$ cat src/rtl/id_hazard_stage.sv
// Decode-stage holding slot: operand forwarding, load-use stalls and in-ID branch/jump resolution.
// Optional ID_PERF_CNT_EN adds saturating stall-cycle and redirect-pulse counters.
`timescale 1ns/1ps
module id_hazard_stage #(
    parameter int DATA_W   = 32,
    parameter int REG_AW   = 5,
    parameter int FWD_SRC  = 2,
    parameter int LOAD_LAT = 1
) (
    input  logic                        clk,
    input  logic                        rst,
    input  logic                        in_valid,
    output logic                        in_ready,
    input  logic [31:0]                 in_instr,
    input  logic [DATA_W-1:0]           in_pc,
    input  logic [2:0]                  br_op,
    output logic [REG_AW-1:0]           rs_addr,
    output logic [REG_AW-1:0]           rt_addr,
    input  logic [DATA_W-1:0]           rf_rdata1,
    input  logic [DATA_W-1:0]           rf_rdata2,
    input  logic [FWD_SRC-1:0]          fwd_valid,
    input  logic [FWD_SRC-1:0]          fwd_is_load,
    input  logic [FWD_SRC*REG_AW-1:0]   fwd_addr,
    input  logic [FWD_SRC*DATA_W-1:0]   fwd_data,
    output logic                        out_valid,
    input  logic                        out_ready,
    output logic [31:0]                 out_instr,
    output logic [DATA_W-1:0]           out_pc,
    output logic [DATA_W-1:0]           out_rs_val,
    output logic [DATA_W-1:0]           out_rt_val,
    output logic                        redirect_valid,
    output logic [DATA_W-1:0]           redirect_pc
`ifdef ID_PERF_CNT_EN
    ,
    output logic [31:0]                 perf_stall_cnt,
    output logic [31:0]                 perf_redirect_cnt
`endif
);

    localparam int CNT_W = $clog2(LOAD_LAT + 1);

    typedef enum logic [1:0] {S_EMPTY, S_HOLD, S_STALL} state_t;

    state_t                    state_q, state_d;
    logic [31:0]               instr_q, instr_d;
    logic [DATA_W-1:0]         pc_q, pc_d;
    logic [CNT_W-1:0]          cnt_q, cnt_d;
    logic                      redir_q, redir_d;
    logic [DATA_W-1:0]         rpc_q, rpc_d;

    logic signed [DATA_W-1:0]  rs_val, rt_val;
    logic                      rs_haz, rt_haz;
    logic                      hold, hazard, taken, out_fire, in_fire;
    logic [DATA_W-1:0]         pc4, imm_ext, target;

    // Lowest-index matching writer wins; a load there means the value is not ready yet.
    function automatic void fwd_lookup(
        input  logic [REG_AW-1:0]         addr,
        input  logic [DATA_W-1:0]         rf_val,
        input  logic [FWD_SRC-1:0]        vld,
        input  logic [FWD_SRC-1:0]        is_load,
        input  logic [FWD_SRC*REG_AW-1:0] dst,
        input  logic [FWD_SRC*DATA_W-1:0] data,
        output logic [DATA_W-1:0]         val,
        output logic                      haz
    );
        logic found;
        found = 1'b0;
        val   = rf_val;
        haz   = 1'b0;
        for (int i = 0; i < FWD_SRC; i++) begin
            if (!found && vld[i] && (dst[i*REG_AW +: REG_AW] == addr)) begin
                found = 1'b1;
                haz   = is_load[i];
                if (!is_load[i]) val = data[i*DATA_W +: DATA_W];
            end
        end
        if (addr == '0) begin
            val = '0;
            haz = 1'b0;
        end
    endfunction

    assign rs_addr = REG_AW'(instr_q[25:21]);
    assign rt_addr = REG_AW'(instr_q[20:16]);

    always_comb begin
        rs_val = '0;
        rt_val = '0;
        rs_haz = 1'b0;
        rt_haz = 1'b0;
        fwd_lookup(rs_addr, rf_rdata1, fwd_valid, fwd_is_load, fwd_addr, fwd_data, rs_val, rs_haz);
        fwd_lookup(rt_addr, rf_rdata2, fwd_valid, fwd_is_load, fwd_addr, fwd_data, rt_val, rt_haz);

        hold   = (state_q == S_HOLD);
        hazard = hold && (rs_haz || rt_haz);

        pc4     = pc_q + DATA_W'(4);
        imm_ext = {{(DATA_W-18){instr_q[15]}}, instr_q[15:0], 2'b00};
        target  = pc4 + imm_ext;
        case (br_op)
            3'd1:    taken = (rs_val == rt_val);
            3'd2:    taken = (rs_val != rt_val);
            3'd3:    taken = rs_val[DATA_W-1] || (rs_val == '0);
            3'd4:    taken = !rs_val[DATA_W-1] && (rs_val != '0);
            3'd5: begin
                taken  = 1'b1;
                target = {pc4[DATA_W-1:28], instr_q[25:0], 2'b00};
            end
            3'd6: begin
                taken  = 1'b1;
                target = rs_val;
            end
            default: taken = 1'b0;
        endcase

        out_valid = rst && hold && !hazard;
        out_fire  = out_valid && out_ready;
        // Taken control transfer blocks intake so no wrong-path instruction slips in.
        in_ready  = rst && ((state_q == S_EMPTY) || (hold && out_ready && !hazard && !taken));
        in_fire   = in_valid && in_ready;

        state_d = state_q;
        instr_d = instr_q;
        pc_d    = pc_q;
        cnt_d   = cnt_q;
        redir_d = 1'b0;
        rpc_d   = rpc_q;
        case (state_q)
            S_EMPTY: begin
                if (in_fire) begin
                    state_d = S_HOLD;
                    instr_d = in_instr;
                    pc_d    = in_pc;
                end
            end
            S_HOLD: begin
                if (hazard) begin
                    state_d = S_STALL;
                    cnt_d   = CNT_W'(LOAD_LAT);
                end else if (out_fire) begin
                    if (taken) begin
                        state_d = S_EMPTY;
                        redir_d = 1'b1;
                        rpc_d   = target;
                    end else if (in_fire) begin
                        instr_d = in_instr;
                        pc_d    = in_pc;
                    end else begin
                        state_d = S_EMPTY;
                    end
                end
            end
            S_STALL: begin
                cnt_d = cnt_q - CNT_W'(1);
                if (cnt_q == CNT_W'(1)) state_d = S_HOLD;
            end
            default: state_d = S_EMPTY;
        endcase
    end

    always_ff @(posedge clk) begin
        if (!rst) begin
            state_q <= S_EMPTY;
            instr_q <= '0;
            pc_q    <= '0;
            cnt_q   <= '0;
            redir_q <= 1'b0;
            rpc_q   <= '0;
        end else begin
            state_q <= state_d;
            instr_q <= instr_d;
            pc_q    <= pc_d;
            cnt_q   <= cnt_d;
            redir_q <= redir_d;
            rpc_q   <= rpc_d;
        end
    end

    assign out_instr      = instr_q;
    assign out_pc         = pc_q;
    assign out_rs_val     = rs_val;
    assign out_rt_val     = rt_val;
    assign redirect_valid = redir_q && rst;
    assign redirect_pc    = rpc_q;

`ifdef ID_PERF_CNT_EN
    logic [31:0] stall_cnt_q, stall_cnt_d;
    logic [31:0] redir_cnt_q, redir_cnt_d;

    always_comb begin
        stall_cnt_d = stall_cnt_q;
        redir_cnt_d = redir_cnt_q;
        if ((state_q == S_STALL) && (stall_cnt_q != 32'hFFFF_FFFF)) stall_cnt_d = stall_cnt_q + 32'd1;
        if (redir_d && (redir_cnt_q != 32'hFFFF_FFFF))              redir_cnt_d = redir_cnt_q + 32'd1;
    end

    always_ff @(posedge clk) begin
        if (!rst) begin
            stall_cnt_q <= '0;
            redir_cnt_q <= '0;
        end else begin
            stall_cnt_q <= stall_cnt_d;
            redir_cnt_q <= redir_cnt_d;
        end
    end

    assign perf_stall_cnt    = stall_cnt_q;
    assign perf_redirect_cnt = redir_cnt_q;
`endif

endmodule

$ cat config.mk
export PLATFORM = sky130hd
export DESIGN_NAME = id_hazard_stage
export DESIGN_NICKNAME = d
export VERILOG_FILES = /design/src/rtl/id_hazard_stage.sv
export SDC_FILE = /design/constraint.sdc
export NUM_CORES = 1
export LEC_CHECK = 0
export CAP_MARGIN = 20
export CORE_AREA = 5 5 148 150
export CTS_CLUSTER_SIZE = 28
export DETAILED_ROUTE_END_ITERATION = 10
export DIE_AREA = 0 0 153 155
export DONT_BUFFER_PORTS = 1
export GPL_TIMING_DRIVEN = 0
export PLACE_DENSITY = 0.64
export SLEW_MARGIN = 5
export SYNTH_ARGS = -nofsm -noshare
export SYNTH_HDL_FRONTEND = slang
export SYNTH_SLANG_ARGS = --single-unit
$ cat constraint.sdc
create_clock -name clk -period 4 [get_ports clk]
set_input_delay 0.6 -clock clk [delete_from_list [all_inputs] [get_ports clk]]
set_output_delay 0.6 -clock clk [all_outputs]
set_load 0.05 [all_outputs]
---- After elaboration in Yosys (flattened, before gate mapping) ----
Cells that the tools add are included.
storage, ports and cells
  register bits ........................... 100
  word-level logic and storage cells ...... 113
  input port bits ......................... 213
  output and inout bits ................... 173
operators by class
  add/sub/neg operators ................... 3
  reduce and logical (&&, ||, !) cells .... 38
  bitwise gates (word level) .............. 4
  muxes and demuxes ....................... 40
  equal/unequal tests ..................... 22
operators by type and width
  operator               count
  $mux 32                18
  $pmux 32 s2            3
  $add 32x3->32 const B  1
  $add 32x32->32         1
  $eq 32x32->1           1
  $logic_not 32->1       1
  $ne 32x32->1           1
  $reduce_bool 32->1     1
  $eq 5x5->1             4
  $logic_and 1x1->1      17
  $mux 2                 6
  $reduce_and 4->1       3
  $logic_not 5->1        2
  $mux 1                 10
  $eq 3x3->1 const B     3
  $ne 2x2->1 const B     4
  $eq 3x2->1 const B     2
  $pmux 2 s3             1
  $logic_not 1->1        5
  $pmux 1 s5             1
  $ne 2x1->1 const B     2
  $ne 4x4->1 const B     1
  $not 1->1              4
  $reduce_bool 2->1      2
  11 further kinds       13

---- Longest topological paths before layout ----
Gate-level depths: netlist of run 1.
  depth after elaboration ................. 21
  mapped depth ............................ 18
  depth with buffers taken out ............ 18

---- Worst setup path after synthesis of run 1 ----
No wires, ideal clock.
  path kind ............................... reg-to-output
  from .................................... register instr_q[20] (netlist: out_instr[20])
  to ...................................... output in_ready
  cell stages (with the launch flop) ...... 16
  setup slack ............................. -1.309 ns
  arrival ................................. 4.709 ns
  buffers on the path ..................... 4
  data required time ...................... 3.400 ns
  cell sequence ........................... dfxtp_1 -> xor2_1 -> nor3b_1 -> and2_1 -> buf_2 -> buf_2 -> buf_2 -> nor3_1 -> a211oi_1 -> xnor2_1 -> nand4_1 -> nor4_2 -> a32oi_2 -> clkbuf_1 -> nand3_1 -> a21o_1
on the way
  elaborated cells between the ends (all ways) .. 26
  classes of those cells .................. eq/ne (4); mux (9); reduce/logical (13)
RTL lines
  what                                                 RTL line  text
  from (decl)                                          45        logic [31:0] instr_q, instr_d;
  from (signal assigned)                               172       instr_q <= instr_d;
  $eq 5x5->1                                           72        if (!found && vld[i] && (dst[i*REG_AW +: REG_AW] == addr)) begin
  $logic_and 1x1->1                                    72
  $mux 1                                               72
  $logic_not 1->1                                      72
  $logic_and 1x1->1 (2 in series)                      72
  $mux 32                                              72
  $mux 32 *                                            78        if (addr == '0) begin
  named net out_rt_val[5]                              30        output logic [DATA_W-1:0] out_rt_val,
  $ne 32x32->1 / $eq 32x32->1 (equally long branches)  103, 102
  $pmux 1 s5 *                                         101       case (br_op)
  $logic_not 1->1 *                                    120       in_ready = rst && ((state_q == S_EMPTY) || (hold && out_ready && !hazard && !taken));
  $logic_and 1x1->1 *                                  120
  $logic_or 1x1->1 *                                   120
  $logic_and 1x1->1 *                                  120
  to (decl)                                            13        output logic in_ready,
The timed path passes the listed nets; every way through them passes the cells marked *.

---- Final worst setup path of run 1 ----
  from .................................... register instr_q[16] (netlist: out_instr[16])
  to ...................................... output in_ready
Same word-level chain as after synthesis.

==> results of run 1 <==
[cell type report]
type                    count  share of cell area (%)
clock inverters             5                  0.4817
flip-flops and latches    100                   17.28
inverters                  88                   2.764
well taps                 275                   2.880
multi-input cells         866                   63.85
repair buffers             44                   3.895
clock buffers              11                   2.115
plain buffers              91                   6.733
[state kept, by name, summed over array words and instances, names as in the netlist]
name / cells
state_q: 2
cnt_q: 1
redirect_pc: 32
out_pc: 32
out_instr: 32
redir_q: 1
[through the flow]
stage	cells	area, um2	TNS [ns]	total power, W
after floorplan	1145	9876	-0.1310	0.002913
after global placement	1420	10220	-92.88	0.003319
after detailed placement	1421	10230	-93.97	0.003335
after CTS	1463	11320	-23.87	0.004377
after global routing	1480	11950	-57.62	0.004636
final	1480	11950	-48.99	0.004490
[cell families (layout without fill, tap and decap cells)]
family / Yosys count / in the layout / synth area share [%]
flip-flops: 100 / 100 / 21.80
AO/OA/AOI/OAI: 320 / 320 / 27.43
multiplexers: 87 / 87 / 9.496
adder cells (fa/ha/maj): 31 / 31 / 4.305
buffers and inverters: 179 / 239 / 9.523
AND/OR/NAND/NOR: 326 / 326 / 17.73
XOR/XNOR: 102 / 102 / 9.728
[metal layers]
metal  global-route usage [%]  vias up
li1                         -     4367
met1                    41.88     4801
met2                    59.09      659
met3                    14.49      174
met4                    15.44        0
met5                        0        -
[timing repair]
action                     CTS  global route
pin swaps                   52            21
gates resized for setup    111            99
cloned                       2             2
buffers inserted            24            16
hold buffers                 0             0
setup endpoints to repair  103           100
[how the worst min path moves through the flow]
stage	startpoint	endpoint	slack [ns]	cells after the start
after floorplan	cnt_q	cnt_q	0.47	2
after global placement	cnt_q	cnt_q	0.50	2
after detailed placement	cnt_q	cnt_q	0.50	2
after CTS	in_pc[6]	out_pc[6]	0.35	2
after global routing	in_pc[6]	out_pc[6]	0.35	2
final	in_pc[6]	out_pc[6]	0.36	2
[cells in the final DEF, fill, tap and decap left out, types with 23 or more instances in the layout]
cell type / instances
mux2i_1: 70
or3_1: 23
a211oi_2: 25
clkbuf_1: 27
ha_1: 28
dfxtp_1: 80
nor3_1: 28
inv_1: 87
nor2_1: 65
xor2_1: 29
buf_4: 51
nand2_1: 95
a21oi_1: 44
xnor2_1: 64
[power by group through the flow]
stage                     Sequential (W)  Clock [W]  Combinational, W
after global routing             0.00145   0.000999           0.00219
after global placement           0.00146          0           0.00186
after detailed placement         0.00146          0           0.00188
final                            0.00144   0.000947           0.00210
after CTS                        0.00144   0.000963           0.00198
after floorplan                  0.00140          0           0.00151
==> impl_metrics.ini, run 1 <==
[status]
status = finished with violations
violations = negative setup slack

[setup_path]
critPathRequiredTime_ns = 3.40
worstPathArrival_ns = 4.22
cp_max_fo = 8
worstSetupEndpoint = in_ready
slowest_stage = a211oi_4
end_kind = output port
r2r_start = out_instr[16]
path_depth = 16
crit_buf_inv = 5
reg2reg_slack_ns = -0.65
critical_path_class = reg2out
setup.worst_path.start = out_instr[16]
crit_top_cell = buf_6
r2r_cells = 19
crit_chain = xor2_4 > nor3b_2 > and2_4 > buf_6 > buf_6 > buf_12 > nor3_1 > a211oi_4 > xor2_1 > nand4_1 > nor4_4 > buf_4 > a32oi_4 > clkbuf_8 > nand3_2 > a21o_4
cp_top_family = simple AND/OR/NAND/NOR gates
startpoint_type = register
max_stage_delay_ns = 0.67
r2r_end = out_instr[1]

[global_route]
grt_max_degree = 17
first_global_vias = 9413
grt-ovfl-total = 0
antenna_found_initial = 0
grt_first_pass_wirelength_mm = 64.70
grt_usage_pct = 36.04

[sta]
fin_ws_ns = -0.8239
slew_headroom_pct = 33.81
hold_ws_ns = 0.3582
tightest_slew_ns = 0.9929
finalHoldViolCount = 0
drv_slew = 0
clock-skew-final_ns = 0.009982
fmax_mhz = 207.3
rsz0062_at_grt = true
min_period_ns = 4.824
layout_worst_path_cycle_share_pct = 120.6
setup_violations = 99

[yosys]
synth_nets = 1389
synth_cells = 1145
synthesis.area_um2 = 9184
synth_area_leaders = dfxtp_1, mux2i_1, xnor2_1, ha_1, nand2_1
synthTopCellsByCount = dfxtp_1, nand2_1, inv_1
synth-edff-count = 0
netlist.area_leader.share_pct = 21.80
yosysTopAreaCell = dfxtp_1
ys_async_sr_fraction_pct = 0
yosysMostFrequentCell = dfxtp_1
yosysUniqueCellTypes = 79
yosysSeqAreaShare_pct = 21.80
synth-seq-cells = 100
synth-main-ff-cell = dfxtp_1
ys_warn_count = 0
syn_area_per_cell_um2 = 8.021

[detailed_routing]
vias = 10000
wl_met1_mm = 16.43
drc = 0
drt_iter0_markers = 1000
avgRoutedWirePerCell_um = 30.68
via_per_inst = 6.757
drtAntennaViolNets = 0
top_layer_used = met4
wl_met2_mm = 20.87
firstDrtPassIters = 5
totalWireLength_mm = 45.40
wl_met3_mm = 5.558

[placed_design]
io_buffer_count = 0
dp_slack_ns = -1.267
dpl.hpwl_mm = 35.64
place_congestion = 1.005

[power]
switchingPower_w = 0.002193
sw_frac_of_total_pct = 48.84
p_leak_nw = 4.810
pwr-share-comb_pct = 46.8
p_seq_share_pct = 32.1
clock_power_share_pct = 21.1
internal_power_w = 0.002297
ir_drop_v = 0.0002363
pwr_density_cell_nw_per_um2 = 375.8

[die]
start_util_pct = 44.67
fp.coreArea_um2 = 20560
die_area_um2 = 23720
die_y_um = 155
die-width_um = 153
rows = 53
ioPinCount = 386

[cts]
clk_latency_ns = 0.36
cts_sinks = 100
clock_path_buffers = 2
cts_tree = yes
h-tree-depth = 3
cts_buffers = 9
clock-root-buffer = clkbuf_16
clk_pin_slew_ns = 0.07

[hold_path]
hp-class = in2reg

[cells_and_area]
n_antenna_cell = 0
fin_nets = 1444
seq_area_um2 = 2064
layout-drive-gt1-share_pct = 26.47
final_core_util_pct = 58.13
multi_input_area_um2 = 7630
n_fill_cell = 1861
area_growth_syn_to_layout_pct = 30.11

[flow_run]
max_cap_violations = 0
No activity file was read; power rests on OpenSTA's default activity.
==> inputs of run 2 (changes only) <==
clock period = 4.2 ns   (was 4 ns; I/O delays follow)
==> run 2 against run 1 <==
The flow still finishes with violations (negative setup slack). Clock-buffer cell count is 1 higher. Sequential power is 5% lower. Cell count rose by 1.0%. First-iteration DRC count up 2.4%. Largest power group unchanged.
==> impl_metrics.ini, run 2 (synthesized netlist as in run 1, its figures left out) <==
[die]
die_y_um = 155
die-width_um = 153
rows = 53
die_area_um2 = 23720
start_util_pct = 44.67
ioPinCount = 386
fp.coreArea_um2 = 20560

[setup_path]
slowest_stage = a211oi_4
max_stage_delay_ns = 0.76
crit_chain = xor2_4 > buf_6 > nor4_4 > buf_6 > buf_12 > mux2i_4 > a211oi_4 > xnor2_2 > nand4_1 > nor4_4 > buf_4 > a211o_1 > buf_6 > buf_8 > nand3_2 > a21o_4
worstPathArrival_ns = 4.20
critical_path_class = reg2out
crit_top_cell = buf_6
end_kind = output port
cp_max_fo = 7
critPathRequiredTime_ns = 3.57
startpoint_type = register

[placed_design]
io_buffer_count = 0
dp_cells = 1422
dpl.hpwl_mm = 35.96
placed_cell_area_um2 = 10210
dp_slack_ns = -1.130
place_congestion = 0.9946

[sta]
hold_ws_ns = 0.3831
tightest_slew_ns = 1.024
fin_ws_ns = -0.6344
drv_slew = 0
rsz0062_at_grt = true
clock-skew-final_ns = 0.01430
slew_headroom_pct = 31.76
layout_worst_path_cycle_share_pct = 115.1
min_period_ns = 4.834
fmax_mhz = 206.9
setup_tns_ns = -29.56
setup_violations = 99
finalHoldViolCount = 0

[hold_path]
hp-class = in2reg

[cts]
cts_buffers = 9
ctsHoldBuffers = 0
h-tree-depth = 3
clk_pin_slew_ns = 0.07
cts_sinks = 100
clock_path_buffers = 2
clock-root-buffer = clkbuf_16
clk_latency_ns = 0.37
cts_tree = yes

[power]
ir_drop_v = 0.0002712
p_leak_nw = 4.959
clock_power_share_pct = 20.4
internal_power_w = 0.002212
pwr_density_cell_nw_per_um2 = 351.1
sw_frac_of_total_pct = 48.77
switchingPower_w = 0.002106
pwr-share-comb_pct = 47.8
p_seq_share_pct = 31.8

[cells_and_area]
stdcell_count = 1495
layout-drive-gt1-share_pct = 28.24
fin_nets = 1457
layout_common_cells = nand2_1, inv_1, dfxtp_1
layout.cells.most_common = nand2_1
fin_area_um2 = 12300
area_growth_syn_to_layout_pct = 33.92

[detailed_routing]
via_per_inst = 6.698
avgRoutedWirePerCell_um = 31.15
firstDrtPassIters = 5
drt_iter0_markers = 1024
drc = 0
totalWireLength_mm = 46.56
vias = 10010
drtAntennaViolNets = 0

[global_route]
first_global_vias = 9595
grt_first_pass_wirelength_mm = 65.55
grt_usage_pct = 36.33
grt_max_degree = 17
antenna_found_initial = 1
grt-ovfl-total = 0

[status]
violations = negative setup slack
status = finished with violations

[flow_run]
max_cap_violations = 0
-- run 2: cell count changes in the layout (fill, tap and decap cells not counted), moves of 3 or more --
cell | previous run | this run
buf_12 | 12 | 20
nor3_2 | 3 | 10
nor3_1 | 28 | 22
xnor2_1 | 64 | 58
xnor2_2 | 2 | 8
buf_6 | 10 | 15
buf_4 | 51 | 47
clkbuf_2 | 4 | 8
a311oi_1 | 4 | 1
a311oi_2 | 4 | 7
nand3_2 | 1 | 4
-- run 2: worst max-delay path: cells and delay by family, from the launching register on --
| family | cells | cell delay, ns |
|---|---|---|
| buffers and inverters | 6 | 0.89 |
| multiplexers | 1 | 0.08 |
| flip-flops | 1 | 0.57 |
| AO/OA/AOI/OAI | 3 | 1.19 |
| XOR/XNOR | 2 | 0.35 |
| AND/OR/NAND/NOR | 4 | 0.75 |
-- run 2: path summary, 6_finish.rpt --
path,slack [ns],start,to,cells past startpoint
setup reg to reg,-0.44,out_instr[16],out_instr[27],21
hold reg to reg,0.52,cnt_q,cnt_q,2
hold / removal,0.38,in_pc[9],out_pc[9],2
setup / recovery,-0.63,out_instr[16],in_ready,16
-- run 2: stage by stage --
step                      power (W)  utilization (%)
after global placement     0.003161            49.58
after floorplan            0.002771                -
after CTS                  0.004200            56.48
after global routing       0.004450            59.81
final                      0.004319            59.83
after detailed placement   0.003176            49.68
-- run 2: metal layers --
layer | global-route usage [%] | vias to the layer above | part of all wire (%)
li1 | - | 4383 | -
met1 | 41.53 | 4834 | 36
met2 | 59.28 | 623 | 46
met3 | 15.05 | 173 | 12
met4 | 17.14 | 0 | 5.4
met5 | 0 | - | 0
-- run 2: layout make-up --
type	count	area, um2
multi-input combinational	866	7726
clock inverter	4	56.30
fill	1804	8258
inverter	88	330.3
timing repair buffer	62	787.0
clock buffer	12	246.5
antenna	2	5.005
buffer	86	740.7
sequential	100	2063
tap	275	344.1
-- run 2: timing repair --
item / 4_1_cts / 5_1_grt
buffers inserted: 33 / 21
gates resized for setup: 139 / 117
setup endpoints to repair: 100 / 99
pin swaps: 31 / 55
gates cloned: 7 / 5
-- run 2: power by group through the flow --
| stage | registers (W) | clock network (W) | logic, W |
|---|---|---|---|
| 4_1_cts | 0.00137 | 0.000884 | 0.00195 |
| 2_1_floorplan | 0.00134 | 0 | 0.00143 |
| 3_3_place_gp | 0.00139 | 0 | 0.00177 |
| 3_5_place_dp | 0.00139 | 0 | 0.00179 |
| 5_1_grt | 0.00138 | 0.000924 | 0.00215 |
| 6_report | 0.00137 | 0.000881 | 0.00207 |
==> inputs of run 3 (changes only) <==
SLEW_MARGIN = 20   (was 5)
==> run 3 against run 2 <==
The run still ends with negative setup slack left. Non-clock buffer count shrank 25. Via count shrank 2.7%. Largest cell class unchanged. Core utilization shrank 3.5 points. Sequential share of layout area grew 1.1 points. Critical path type unchanged. Combinational power shrank 5%. Routed wire length shrank 3.6%. Critical endpoint unchanged.
==> impl_metrics.ini, run 3 (synthesized netlist as in run 1, its figures left out) <==
[status]
status = finished with violations
violations = negative setup slack

[sta]
tightest_slew_ns = 1.028
drv_slew = 0
finalHoldViolCount = 0
setup_violations = 94
hold_ws_ns = 0.3899
layout_worst_path_cycle_share_pct = 113.8
fmax_mhz = 209.2
min_period_ns = 4.779
clock-skew-final_ns = 0.01090
fin_ws_ns = -0.5794
rsz0062_at_grt = true
slew_headroom_pct = 31.48

[global_route]
grt_usage_pct = 35.78
grt-ovfl-total = 0
grt_first_pass_wirelength_mm = 64.28
antenna_found_initial = 1
first_global_vias = 9391
grt_max_degree = 21

[detailed_routing]
drtAntennaViolNets = 0
totalWireLength_mm = 44.88
vias = 9739
via_per_inst = 6.634
drt_iter0_markers = 748
avgRoutedWirePerCell_um = 30.57
firstDrtPassIters = 6
drc = 0

[power]
p_leak_nw = 4.715
internal_power_w = 0.002143
sw_frac_of_total_pct = 48.89
switchingPower_w = 0.002050
pwr-share-comb_pct = 46.8
ir_drop_v = 0.0002279
pwr_density_cell_nw_per_um2 = 362.3
clock_power_share_pct = 20.4
p_seq_share_pct = 32.8

[setup_path]
slowest_stage = dfxtp_4
path_depth = 14
crit_top_cell = buf_4
setup.worst_path.start = out_instr[25]
crit_buf_inv = 3
worstPathArrival_ns = 4.15
cp_max_fo = 10
crit_chain = xor2_1 > nor3_2 > and3_2 > nor2_1 > buf_4 > o311a_4 > xnor2_1 > nand4_1 > nor4_4 > buf_4 > a32oi_4 > clkbuf_8 > nand3_2 > a21o_4
r2r_start = out_instr[25]
r2r_cells = 17
critical_path_class = reg2out
startpoint_type = register
max_stage_delay_ns = 0.51
end_kind = output port
critPathRequiredTime_ns = 3.57
cp_top_family = simple AND/OR/NAND/NOR gates

[cts]
clock_path_buffers = 2
clk_pin_slew_ns = 0.07
cts_sinks = 100
cts_buffers = 9
ctsHoldBuffers = 0
cts_tree = yes
h-tree-depth = 3
clk_latency_ns = 0.36
clock-root-buffer = clkbuf_16

[cells_and_area]
area_growth_syn_to_layout_pct = 25.99
layout-drive-gt1-share_pct = 23.30
fin_area_um2 = 11570
layout_common_cells = nand2_1, inv_1, dfxtp_1
layout.cells.most_common = nand2_1
fin_nets = 1432
stdcell_count = 1468
n_antenna_cell = 0

[die]
ioPinCount = 386
die_area_um2 = 23720
die_y_um = 155
fp.coreArea_um2 = 20560
rows = 53
start_util_pct = 44.67
die-width_um = 153

[placed_design]
dp_slack_ns = -1.155
placed_cell_area_um2 = 10200
place_congestion = 0.9946
dp_cells = 1420
io_buffer_count = 0
dpl.hpwl_mm = 35.86

[flow_run]
max_cap_violations = 0

[hold_path]
min_path_cells = 2
hp-start = in_pc[5]
hp-class = in2reg
[run 3: routing by layer]
layer  up-vias  global-route usage [%]  routed length [um]
met5         -                   2.277                  87
met4         4                   15.49                2307
met3       147                   15.10                5380
met2       576                   58.02               20700
met1      4690                   41.40               16400
li1       4322                       -                   -
[run 3: path summary, 6_finish.rpt]
path / end / slack (ns)
setup / recovery: in_ready / -0.58
hold / removal: out_pc[5] / 0.39
setup reg to reg: out_pc[8] / -0.31
hold reg to reg: cnt_q / 0.52
[run 3: power groups by stage]
stage / logic, W / clock network (W) / registers [W]
2_1_floorplan: 0.00143 / 0 / 0.00134
3_3_place_gp: 0.00177 / 0 / 0.00139
3_5_place_dp: 0.00178 / 0 / 0.00139
4_1_cts: 0.00190 / 0.000869 / 0.00137
5_1_grt: 0.00205 / 0.000905 / 0.00139
6_report: 0.00196 / 0.000853 / 0.00138
[run 3: stage by stage]
step	setup TNS (ns)	util, %	total power [W]
finish	-15.07	56.29	0.004193
global route	-23.90	56.29	0.004335
CTS	-5.517	55.24	0.004141
detailed placement	-78.48	49.62	0.003173
global placement	-82.63	49.58	0.003161
floorplan	0	-	0.002771
[run 3: layout make-up]
type	count	area, um2
plain buffers	89	763.2
clock buffers	10	229.0
clock inverters	6	63.81
fillers	1887	8986
inverters	88	330.3
multi-input cells	866	7377
flip-flops and latches	100	2067
well taps	275	344.1
repair buffers	34	396.6
[run 3: repair_timing]
item | CTS | global route
resized for setup | 139 | 29
cloned | 3 | 3
setup buffers | 25 | 5
hold endpoints to repair | 0 | 0
endpoints found under the setup margin | 100 | 94
pin swaps | 51 | 29
